**src/rtl/lut_stream_engine.sv**
```systemverilog
// rtl/lut_stream_engine.sv - two-stage valid/ready stream through a programmable lookup table
module lut_stream_engine #(
    parameter int IN_W  = 8,
    parameter int OUT_W = 8,
    parameter int CNT_W = 16
) (
    input  logic             clk,
    input  logic             rst_n,
    input  logic             tbl_we,
    input  logic [IN_W-1:0]  tbl_addr,
    input  logic [OUT_W-1:0] tbl_wdata,
    input  logic             in_valid,
    output logic             in_ready,
    input  logic [IN_W-1:0]  in_data,
    input  logic             in_bypass,
    output logic             out_valid,
    input  logic             out_ready,
    output logic [OUT_W-1:0] out_data,
    output logic [CNT_W-1:0] out_count
);

    localparam int DEPTH = 1 << IN_W;

    logic [OUT_W-1:0] tbl [0:DEPTH-1];

    logic            adv;
    logic            accept;
    logic            s1_valid;
    logic [IN_W-1:0] s1_addr;
    logic            s1_byp;

    // Whole pipeline moves together; an empty stage 1 still holds during a stall.
    assign adv      = !out_valid || out_ready;
    assign in_ready = adv;
    assign accept   = in_valid && adv;

    // Table is deliberately unreset; the stage-2 read below sees the pre-edge value on a collision.
    always_ff @(posedge clk) begin
        if (tbl_we) begin
            tbl[tbl_addr] <= tbl_wdata;
        end
    end

    always_ff @(posedge clk or negedge rst_n) begin
        if (!rst_n) begin
            s1_valid  <= 1'b0;
            s1_addr   <= '0;
            s1_byp    <= 1'b0;
            out_valid <= 1'b0;
            out_data  <= '0;
        end else if (adv) begin
            s1_valid  <= accept;
            s1_addr   <= in_data;
            s1_byp    <= in_bypass;
            out_valid <= s1_valid;
            if (s1_valid) begin
                out_data <= s1_byp ? OUT_W'(s1_addr) : tbl[s1_addr];
            end
        end
    end

    always_ff @(posedge clk or negedge rst_n) begin
        if (!rst_n) begin
            out_count <= '0;
        end else if (out_valid && out_ready) begin
            out_count <= out_count + CNT_W'(1);
        end
    end

endmodule

```
**config.mk**
```make
export PLATFORM = sky130hd
export DESIGN_NAME = lut_stream_engine
export DESIGN_NICKNAME = d
export VERILOG_FILES = /design/src/rtl/lut_stream_engine.sv
export SDC_FILE = /design/constraint.sdc
export NUM_CORES = 2
export LEC_CHECK = 0
export CAP_MARGIN = 15
export CORE_ASPECT_RATIO = 0.9
export CORE_MARGIN = 2
export CORE_UTILIZATION = 50
export CTS_BUF_LIST = sky130_fd_sc_hd__clkbuf_4 sky130_fd_sc_hd__clkbuf_8
export DETAILED_ROUTE_END_ITERATION = 8
export PLACE_DENSITY = 0.68
export REMOVE_ABC_BUFFERS = 1
export SLEW_MARGIN = 5
export SYNTH_ARGS = -nofsm -noshare
export SYNTH_HDL_FRONTEND = slang
export SYNTH_SLANG_ARGS = --single-unit
```
**constraint.sdc**
```tcl
create_clock -name clk -period 2.6 [get_ports clk]
set_input_delay 0.65 -clock clk [delete_from_list [all_inputs] [get_ports clk]]
set_output_delay 0.65 -clock clk [all_outputs]
set_load 0.02 [all_outputs]
```
==> impl_results.md <==
- Status: finished, violations left
- Failing checks: negative setup slack
- DR iter-0 viols: 7,907
- CTS tree: built
- Setup TNS: -3.345 ns
- CP Data Arrival Time: 4.04 ns
- Area contributors post-synth: edfxtp_1, mux4_2, mux2i_1
- Ys Warns: 0
- Number of CTS-inserted buffers: 329
- Max Cap Viol: 0
- Grt met3 use: 8.035%
- Cell Pwr Density: 751.4 mW/mm2
- Routing usage on met2: 42.33%
- CP Capture Type: register
- GRT overflow: 0
- Antenna-violating nets left: 0
- EDFF count, synth: 2,048
- Highest clock rate: 0.3212 GHz
- Sequential share of the synthesized area: about three quarters
- Worst-margin pin slew: 0.9987 ns
- Worst Reg-to-Reg Cells: 11
- Post-synth ARST share: 1.680%
- Yosys cell types: 78
- Final GP Congestion: 0.9270
- CP startpoint: s1_addr[0]
- Synth Register Bits: 2,083
- I/O Pins: 56
- WP data required: 3.53 ns
- Synth top area share: between 70% and 80%
- Via count: 47,840
- FP Rows: 140
- Layout cells sized above 1: 38.23%
- Antenna violations before repair: 13
- Largest net degree at the start of global routing: approximately 100
- Global-route wire length before repair: about 340,000 um
- P&R area growth vs syn: 21.74%
- CP startpoint kind: register
- Final Hold Vio Count: 0
- CTS Sinks: 2,083
- Clock Skew: 0.07922 ns
- Commonest non-fill, non-tap cells in the layout: edfxtp_1, buf_4, mux4_2
- GR met1 Demand/Resource: 42.15%
- Initial core utilization: 50.49%
- R2R setup slack: -0.51 ns
- Horiz. Die Dim: 430.8 um
- Cell depth of the worst hold path: 1
- Reg-to-reg endpoint: out_data[5]
- Vias in the first global route: 46,670
- Die area: approximately 0.17 mm2
- Core Region: between 0.15 and 0.2 mm2
- Commonest non-fill, non-tap cell in the layout: edfxtp_1
- Routed WL: 246,400 um
- Slew headroom: about a third
- Nets: 5,206
- Pleak: approximately 34 nW
- H-tree depth: 5
- Fill cells: 11,210
- GRT Util Overall: 29.26%
- Avg WL per Cell: 32.67 um
- Main synth FF type: edfxtp_1
- Avg Cell Area, Syn: between 20 and 25 um2
- Clock slew seen by the registers of the worst setup and hold paths: 0.06 ns
- Root Buffer: clkbuf_8
- Final min period: roughly 3.1 ns
- Reg2Reg Launch Point: s1_addr[0]
- Detailed placement HPWL: 161,400 um
- Hold WC Path Type: in2reg
- Period utilization: 119.7%
- Mapped Cells: 4,044
- GRT busiest layer: met2
- Synth area leader: edfxtp_1
- Syn Std Cell Area: 0.08198 mm2
- CP Class: reg2reg
- Max Buffers Root-to-Sink: 4
- Max Transition Viols Final: 0
- First drt pass iteration count: 7
- Tot Pwr: 75.00 mW
- DRC violations left: 0
- CP endpoint: out_data[5]
- Vias/cell: about 6.3
- Max Fanout on Critical Path: 6
- Max IR drop VDD: 0.0005820 V
- Setup Viol. Count Final: 8
- Worst skew pair latency: between 1 and 1.5 ns
- Setup repair after global routing missed its margin: yes
- Number of port buffers: 55
- Die Y: slightly below 400 um
- PnR worst setup slack: -0.5129 ns
area by class of cell:
| cell class | instances | area [um2] | area share, % |
|---|---|---|---|
| Clock inverter | 117 | 720.7 | 0.7221 |
| Inverter | 13 | 52.55 | 0.05265 |
| Clock buffer | 443 | 5459 | 5.470 |
| Timing Repair Buffer | 1045 | 9971 | 9.990 |
| Tap cell | 2130 | 2665 | 2.670 |
| Multi-Input combinational cell | 1703 | 18510 | 18.55 |
| Sequential cell | 2083 | 62400 | 62.53 |
| Antenna cell | 9 | 22.52 | 0.02257 |
per-layer routing:
| layer | wire (um) | up-vias |
|---|---|---|
| li1 | - | 19010 |
| met1 | 93090 | 24570 |
| met2 | 109100 | 3579 |
| met3 | 33220 | 665 |
| met4 | 10890 | 10 |
| met5 | 75 | - |
cells in the mapped netlist (all sizes together), types with 9 or more instances:
library cell / number
o21ai: 42
o22ai: 46
inv: 12
mux2i: 207
a31oi: 12
a211oi: 21
o31ai: 9
clkbuf: 90
nand3: 43
a2111oi: 14
a22oi: 36
a21oi: 61
buf: 155
dfrtp: 35
nand2b: 18
nor4: 10
a221oi: 40
xnor2: 12
and2: 10
nor2: 314
nand4: 25
nor2b: 30
a221o: 13
mux2: 23
edfxtp: 2048
o221ai: 12
mux4: 440
o211ai: 9
nor3: 23
nand2: 162
power by group:
part	leakage (nW)	total (mW)	switching [mW]	internal [mW]
Clock	3.26	26.9	12.6	14.3
Combinational	11.7	10.7	6.10	4.60
Sequential	18.8	37.4	0.287	37.1
Total	33.8	75.0	19.0	56.0
kinds of logic after synthesis:
group	count (synthesis)	synth area share, %
mux	670	14.96
fa+ha+maj	1	0.01526
xor+xnor	15	0.1603
simple gates	649	3.410
buf+inv	258	2.094
compound gates	368	3.274
flops	2083	76.08
worst min path at each step:
stage / from / to / slack [ns]
finish: tbl_wdata[6] / tbl[173][6] / 0.16
global route: tbl_wdata[6] / tbl[238][6] / 0.12
CTS: tbl_wdata[6] / tbl[173][6] / 0.1
detailed placement: out_count[15] / out_count[15] / 0.46
global placement: out_count[15] / out_count[15] / 0.46
floorplan: rst_n / out_count[0] / 0.35
per-stage QoR:
stage	std cells	setup WS, ns	hold slack, ns	cell area, um2	utilization [%]
2_1_floorplan	3799	-20.54	0.3544	80310	-
3_3_place_gp	6932	-0.9062	0.4560	92350	56.88
3_5_place_dp	6932	-0.7785	0.4643	92350	56.88
4_1_cts	7525	-0.4379	0.09524	99380	61.20
5_1_grt	7539	-0.5331	0.1237	99790	61.46
6_report	7543	-0.5129	0.1582	99800	61.46
flip-flops by register name (all words and copies together) (netlist names):
name and flops:
out_data 8, s1_addr 8, out_valid 1, s1_byp 1, s1_valid 1, tbl 2048
out_count 16
worst max-delay path: stages, from the launching register on:
cell and delay [ns]:
dfrtp_4 0.48, buf_12 0.17, buf_16 0.17, buf_12 0.13
mux4_2 0.52, mux4_2 0.57, nand2_2 0.13, a21oi_2 0.07
a21oi_2 0.14, buf_4 0.15, o211ai_1 0.23, o211a_1 0.22
timing repair:
action                                  CTS  global route
hold buffers                              2             0
setup buffers                            27             9
cloned                                    6             2
resized for setup                       137            63
pin swaps                                18            27
endpoints found under the hold margin    44             0
endpoints found under the setup margin   34             8
(Power assumes the default switching activity.)
